File: src/rtl/timer_irq_pkg.sv
// Shared types and constants for the timer interrupt controller.
// Optional event counters are enabled by defining TIMER_IRQ_CNT_EN.
package timer_irq_pkg;

    typedef enum logic {
        IDLE   = 1'b0,
        ACTIVE = 1'b1
    } state_t;

    localparam logic [1:0] NONE     = 2'd0;
    localparam logic [1:0] ONE_SHOT = 2'd1;
    localparam logic [1:0] PERIODIC = 2'd2;
    localparam logic [1:0] PWM      = 2'd3;

    localparam int SRC_ONE_SHOT = 0;
    localparam int SRC_PERIODIC = 1;
    localparam int SRC_PWM      = 2;
    localparam int NUM_SRC      = 3;

    localparam int CNT_W = 16;

    // One-shot wins over periodic, periodic over pwm.
    function automatic logic [1:0] prio_id(input logic [2:0] req);
        logic [1:0] id;
        id = NONE;
        priority case (1'b1)
            req[SRC_ONE_SHOT]: id = ONE_SHOT;
            req[SRC_PERIODIC]: id = PERIODIC;
            req[SRC_PWM]:      id = PWM;
            default:           id = NONE;
        endcase
        return id;
    endfunction

    function automatic logic [2:0] id_bit(input logic [1:0] id);
        logic [2:0] b;
        b = '0;
        unique case (id)
            ONE_SHOT: b[SRC_ONE_SHOT] = 1'b1;
            PERIODIC: b[SRC_PERIODIC] = 1'b1;
            PWM:      b[SRC_PWM]      = 1'b1;
            default:  b = '0;
        endcase
        return b;
    endfunction

endpackage

File: src/rtl/irq_edge_det.sv
// Registers one interrupt source and flags a sampled rising edge.
module irq_edge_det (
    input  logic clk,
    input  logic rst,
    input  logic level,
    output logic rise
);

    logic smp;
    logic prev;

    always_ff @(posedge clk or posedge rst) begin
        if (rst) begin
            smp  <= 1'b0;
            prev <= 1'b0;
        end else begin
            smp  <= level;
            prev <= smp;
        end
    end

    assign rise = smp & ~prev;

endmodule

File: src/rtl/timer_irq_ctrl.sv
// Interrupt aggregator for the multi-mode timer sources.
// Define TIMER_IRQ_CNT_EN to add per-source saturating event counters.
module timer_irq_ctrl
    import timer_irq_pkg::*;
(
    input  logic        clk,
    input  logic        rst,
    input  logic        one_shot_irq,
    input  logic        periodic_irq,
    input  logic        pwm_irq,
    input  logic [2:0]  irq_mask,
    input  logic        ack_valid,
    input  logic [1:0]  ack_id,
`ifdef TIMER_IRQ_CNT_EN
    input  logic [1:0]  cnt_sel,
    output logic [15:0] cnt_out,
`endif
    output logic        irq_out,
    output logic [1:0]  irq_id,
    output logic [2:0]  pending,
    output logic [2:0]  overflow,
    output logic        ack_err
);

    logic [2:0] src;
    logic [2:0] ev;

    assign src = {pwm_irq, periodic_irq, one_shot_irq};

    for (genvar i = 0; i < NUM_SRC; i++) begin : g_edge
        irq_edge_det u_edge (
            .clk   (clk),
            .rst   (rst),
            .level (src[i]),
            .rise  (ev[i])
        );
    end

    state_t     state;
    state_t     state_n;
    logic [1:0] id_n;
    logic       ack_ok;
    logic [2:0] ack_vec;
    logic [2:0] req;

    assign ack_ok  = ack_valid && (state == ACTIVE) && (ack_id == irq_id);
    assign ack_vec = ack_ok ? id_bit(irq_id) : 3'b000;
    assign req     = pending & ~irq_mask;
    assign irq_out = (state == ACTIVE);

    always_comb begin
        state_n = state;
        id_n    = irq_id;
        unique case (state)
            IDLE: begin
                if (|req) begin
                    state_n = ACTIVE;
                    id_n    = prio_id(req);
                end
            end
            ACTIVE: begin
                if (ack_ok) begin
                    state_n = IDLE;
                    id_n    = NONE;
                end
            end
            default: begin
                state_n = IDLE;
                id_n    = NONE;
            end
        endcase
    end

    // A new event on the source being acked keeps it pending but drops overflow.
    always_ff @(posedge clk or posedge rst) begin
        if (rst) begin
            state    <= IDLE;
            irq_id   <= NONE;
            pending  <= '0;
            overflow <= '0;
            ack_err  <= 1'b0;
        end else begin
            state    <= state_n;
            irq_id   <= id_n;
            pending  <= ev | (pending & ~ack_vec);
            overflow <= (overflow | (ev & pending)) & ~ack_vec;
            ack_err  <= ack_valid && !ack_ok;
        end
    end

`ifdef TIMER_IRQ_CNT_EN
    logic [CNT_W-1:0] cnt [NUM_SRC];

    always_ff @(posedge clk or posedge rst) begin
        if (rst) begin
            for (int i = 0; i < NUM_SRC; i++) begin
                cnt[i] <= '0;
            end
        end else begin
            for (int i = 0; i < NUM_SRC; i++) begin
                if (ev[i] && (cnt[i] != '1)) begin
                    cnt[i] <= cnt[i] + 1'b1;
                end
            end
        end
    end

    always_comb begin
        cnt_out = '0;
        case (cnt_sel)
            2'd1:    cnt_out = cnt[SRC_ONE_SHOT];
            2'd2:    cnt_out = cnt[SRC_PERIODIC];
            2'd3:    cnt_out = cnt[SRC_PWM];
            default: cnt_out = '0;
        endcase
    end
`endif

endmodule

File: config.mk
export PLATFORM = sky130hd
export DESIGN_NAME = timer_irq_ctrl
export DESIGN_NICKNAME = d
export VERILOG_FILES = /design/src/rtl/timer_irq_pkg.sv /design/src/rtl/irq_edge_det.sv /design/src/rtl/timer_irq_ctrl.sv
export SDC_FILE = /design/constraint.sdc
export NUM_CORES = 1
export LEC_CHECK = 0
export CORE_MARGIN = 1
export CORE_UTILIZATION = 35
export CTS_CLUSTER_DIAMETER = 50
export DETAILED_ROUTE_END_ITERATION = 7
export PLACE_DENSITY = 0.62
export SLEW_MARGIN = 20
export SYNTH_ARGS = -nofsm -noshare
export SYNTH_HDL_FRONTEND = slang
export SYNTH_SLANG_ARGS = --single-unit
export TNS_END_PERCENT = 20
File: constraint.sdc
create_clock -name clk -period 1.3 [get_ports clk]
set_input_delay 0.13 -clock clk [delete_from_list [all_inputs] [get_ports clk]]
set_output_delay 0.13 -clock clk [all_outputs]
set_load 0.05 [all_outputs]
[After elaboration in Yosys (flattened, before gate mapping)]
Cells that the tools add are included.
Storage, ports and cells
  bits in writable memories: 0
  bits in latches: 0
  register bits: 16
  ROM bits: 0
  memories kept: 0
  word-level logic and storage cells: 51
Cells by class
  multipliers: 0
  divide/modulo/power cells: 0
  reductions and logical operators: 6
  multiplexer cells: 13
  magnitude comparators: 0
  $add $sub $neg: 0
  shift operators: 0
  equal/unequal tests: 6
  bitwise operators: 15
Operator list (count)
  bitwise AND 3 bit: 4
  two-way mux 2 bit: 5
  inverter 3 bit: 2
  OR 3 bit: 2
  two-way mux 1 bit: 5
  equality test 2 bit (second input constant): 2
  inverter 1 bit: 4
  case mux 2 bit (2 select lines): 1
  bitwise AND 1 bit: 3
  logical AND 1 bit: 3
  two-way mux 3 bit: 1
  OR reduction 3 bit: 1
  equality test 2 x 1 -> 1 bit (second input constant): 1
  equality test 2 bit: 1
  != test 2 x 1 -> 1 bit (second input constant): 1
  != test 2 bit (second input constant): 1
  case mux 1 bit (2 select lines): 1
  AND reduction 2 bit: 1
  zero test 1 bit: 1

[Depth between registers and ports, before layout]
  depth in word-level cells: 7
  gate-level depth with buffers: 3

[Modules after synthesis]
A second synthesis with hierarchy kept.
Unflattened totals
  cell total of the unflattened synthesis: 58
  area total of the unflattened synthesis: 653.1 µm²
By module, submodules not included
  timer_irq_ctrl: cells each 46, instances 1, sequential area each 250.2 µm², area each 450.4 µm²
  irq_edge_det: cells each 4, instances 3, sequential area each 50.0 µm², area each 67.6 µm²

[Worst setup path before layout]
Ideal clock, no wire load.
  path type: register to register
  start point: reg state (netlist: irq_out)
  end point: reg irq_id[1]
  library setup time: 0.148 ns
  path slack: -0.065 ns
  data required time: 1.152 ns
  stages on the path, launching flop included: 4
  path buffers: 0
  arrival time: 1.217 ns
  path through: dfrtp_1 nand2_1 nor3_2 o32ai_1
Between the ends
  word-level cells in the longest chain between the ends: 4
  elaborated cells on any way between the ends: 7
Ends and longest elaborated chain
  start, declared: RTL line timer_irq_ctrl.sv:39  | state_t state;
  start signal, assigned: RTL line timer_irq_ctrl.sv:83  | state <= state_n;
  logical AND 1 bit (2 in series): RTL line timer_irq_ctrl.sv:46  | assign ack_ok = ack_valid && (state == ACTIVE) && (ack_id == irq_id);
  != test 2 x 1 -> 1 bit (no line)
  AND reduction 2 bit (no line)
  end signal, assigned: RTL line timer_irq_ctrl.sv:84  | irq_id <= id_n;
  end, declared: RTL line timer_irq_ctrl.sv:19  | output logic [1:0] irq_id,
Several ways; a longest one is shown, not always the timed one.
A chain may end at the register's enable or synchronous reset.

[Final worst setup path]
  start point: reg irq_id[0]
  end point: reg irq_id[1]
Between the ends
  word-level cells in the longest chain between the ends: 4
Ends and longest elaborated chain (RTL line)
  equality test 2 bit: timer_irq_ctrl.sv:46
  logical AND 1 bit: timer_irq_ctrl.sv:46
  != test 2 x 1 -> 1 bit (no line)
  AND reduction 2 bit (no line)
Every way passes these cells.

==> out/qor.csv <==
stage;metric;value;unit
timing;finalClockSkew;0.00464;ns
place;dpl.hpwl;900;um
drt;ant_nets;0;
synthesis;yosys-top-cells-area;dfrtp_1 (65%), nor2b_1 (5.1%), nor2_1 (4.2%);
synthesis;syn_nets;66;
synthesis;yosysTopAreaCellShare;0.646;
worst_setup_path;r2r_start;irq_id[0]$_DFFE_PP0P_;
clocking;cts_sinks;16;
clocking;h-tree-depth;1;
timing;slew-limit-headroom;0.810;
synthesis;yosysTopAreaCell;dfrtp_1;
timing;hold_violations;0;
worst_setup_path;crit_chain;xor2_1 > nor3_4 > o32ai_1;
layout;nNetsFinal;93;
layout;nFillCells;132;
clocking;cts_setup_buffers;0;
worst_setup_path;cpMaxStageDelayCell;dfrtp_2;
drt;totalWireLength;1.16;mm
place;io_buffers;20;
hold_path;hp-class;in -> async;
layout;final_area;0.00100;mm2
global_route;grt_pass1_wl;1.89;mm
layout;antenna_cells;0;
timing;setup_viol;0;
pwr;ir_drop;1.21;mV
die;ios;21;
worst_setup_path;crit_start;irq_id[0]$_DFFE_PP0P_;
drt;drtPass1Iterations;5;
clocking;clock_latency;0.28;ns
worst_setup_path;cp.arrival;1.32;ns
clocking;cts_root_buf;clkbuf_4;
global_route;antenna_found_initial;0;
die;start_util;0.393;
timing;worst_slew_pin_slew;0.283;ns
worst_setup_path;cpPeakStageDelay;0.46;ns
die;dieArea;0.00194;mm2
clocking;cts_made_buffers;3;
global_route;track_usage;0.140;
timing;fin_setup_tns;0;ns
worst_setup_path;worst_ep_required_time;1.46;ns
worst_setup_path;rr_worst_depth;3;
layout;syn2layout_area_growth;61.6;%
place;placed_cell_area;958;um2
timing;report.final.slew_viol_count;0;
global_route;grt_max_degree;17;
worst_setup_path;critPathLaunchType;register;
drt;dr.first_iter.drc_count;5;
global_route;grt-ovfl-total;0;
pwr;powerDensity;1990;mW/mm2
worst_setup_path;reg2reg_to;irq_id[1]$_DFFE_PP0P_;
die;die_h;44.1;um
global_route;grt_pass1_vias;422;
timing;rsz0062_at_grt;false;
pwr;p_leak;0.000445;uW
timing;min_period;1.17;ns
run;cap_violations;0;
synthesis;yosys_warnings;0;
drt;detail_route.wl_per_cell;11.9;um
synthesis;synth_seq_cells;16;
worst_setup_path;end_kind;register;
timing;period_share;0.898;
worst_setup_path;worst-setup-path-type;reg -> reg;
drt;route.detailed.drc;0;
worst_setup_path;rrSetupSlack;0.13;ns
drt;avgViaCountPerCell;5.03;
clocking;clk_path_buf_depth;2;
die;row_count;14;
clocking;ctsResizeCount;0;
synthesis;synth_area_per_cell;11.3;um2
clocking;cts_hold_buf;0;
place;place_congestion;0.703;
synthesis;synth.yosys.seq_area_share;0.646;
layout;drive_above_1_share;0.247;
clocking;cts_tree;done;
synthesis;synthesis.area;619;um2
synthesis;syn_inst;55;
die;core_area;0.00158;mm2
status;status;finished, final reports clean;
synthesis;synthDistinctLibCells;18;
clocking;clk_pin_slew;0.09;ns
timing;fmax;857;MHz
worst_setup_path;path_max_fanout;6;
drt;vias;488;
die;die_w;44.1;um
[synth_stat cells, drive strengths merged]
| cell | count |
|---|---|
| dfrtp | 16 |
| nor2 | 7 |
| a21oi | 5 |
| inv | 5 |
| nor2b | 5 |
| nor3 | 3 |
| nand2 | 2 |
| o21bai | 2 |
| xor2 | 2 |
| a221oi | 1 |
| a31oi | 1 |
| and2b | 1 |
| nand2b | 1 |
| nand4 | 1 |
| o21ai | 1 |
| o2bb2ai | 1 |
| o32ai | 1 |
[area by class of cell]
class	count	area, um2	area share
flip-flops and latches	16	404	0.404
multi-input cells	34	206	0.206
inverters	5	18.8	0.0188
repair buffers	22	315	0.315
clock buffers	4	36.3	0.0363
well taps	16	20.0	0.0200
[cells in the final DEF, fill, tap and decap left out, types with 2 or more instances in the layout]
cell type	count
a21oi_1	5
buf_12	10
buf_4	2
clkbuf_4	3
clkdlybuf4s50_1	10
dfrtp_1	13
dfrtp_2	3
inv_1	5
nand2_1	2
nor2_1	7
nor2b_1	5
nor3_1	2
o21bai_1	2
xor2_1	2
[stage by stage]
step	worst slack [ns]	cells	utilization	power, uW	hold WS (ns)
after CTS	0.0416	97	0.631	1990	0.142
final	0.133	97	0.635	1990	0.136
after detailed placement	-0.0961	93	0.608	1670	0.360
after global placement	-0.0673	93	0.608	1650	0.355
after floorplan	0.0251	55	-	1170	0.0435
after global routing	0.0176	97	0.635	2090	0.158
[cell families after synthesis]
kind of cell              count (synthesis)  share of synthesized area
DFF                                      16                      0.646
buffers and inverters                     5                     0.0303
and+or+nand+nor                          20                      0.170
xor gates and xnor gates                  2                     0.0283
AOI/OAI and AO/OA                        12                      0.125
[sequential cells by signal, summed over array words and instances (netlist names)]
register and count:
irq_id 2, g_edge.u_edge.prev 3, ack_err 1, pending 3, irq_out 1, g_edge.u_edge.smp 3
overflow 3
[routing by layer]
layer / up-vias / GRT usage / wire length (um)
li1: 235 / - / -
met1: 236 / 0.198 / 554
met2: 15 / 0.188 / 530
met3: 2 / 0.0490 / 60
met4: 0 / 0.0727 / 14
met5: - / 0 / 0
[how the worst max path moves through the flow]
stage,end,slack [ns],depth (start not counted)
6_report,irq_id[1]$_DFFE_PP0P_,0.13,3
5_1_grt,irq_id[0]$_DFFE_PP0P_,0.02,3
3_5_place_dp,overflow[0]$_DFF_PP0_,-0.1,4
3_3_place_gp,irq_id[1]$_DFFE_PP0P_,-0.07,4
2_1_floorplan,irq_id[0]$_DFFE_PP0P_,0.03,3
4_1_cts,irq_id[1]$_DFFE_PP0P_,0.04,3
[report_power, final]
group / total [uW] / switching [uW] / internal [uW]
combinational: 919 / 475 / 444
sequential: 746 / 147 / 599
clock: 325 / 154 / 170
total: 1990 / 776 / 1210
[critical path, delay by kind of cell (launching register included)]
kind             cells  cell delay (ns)
AO/OA/AOI/OAI        1             0.12
AND/OR/NAND/NOR      1             0.29
flip-flops           1             0.46
XOR/XNOR             1             0.18
(Power assumes the default switching activity.)
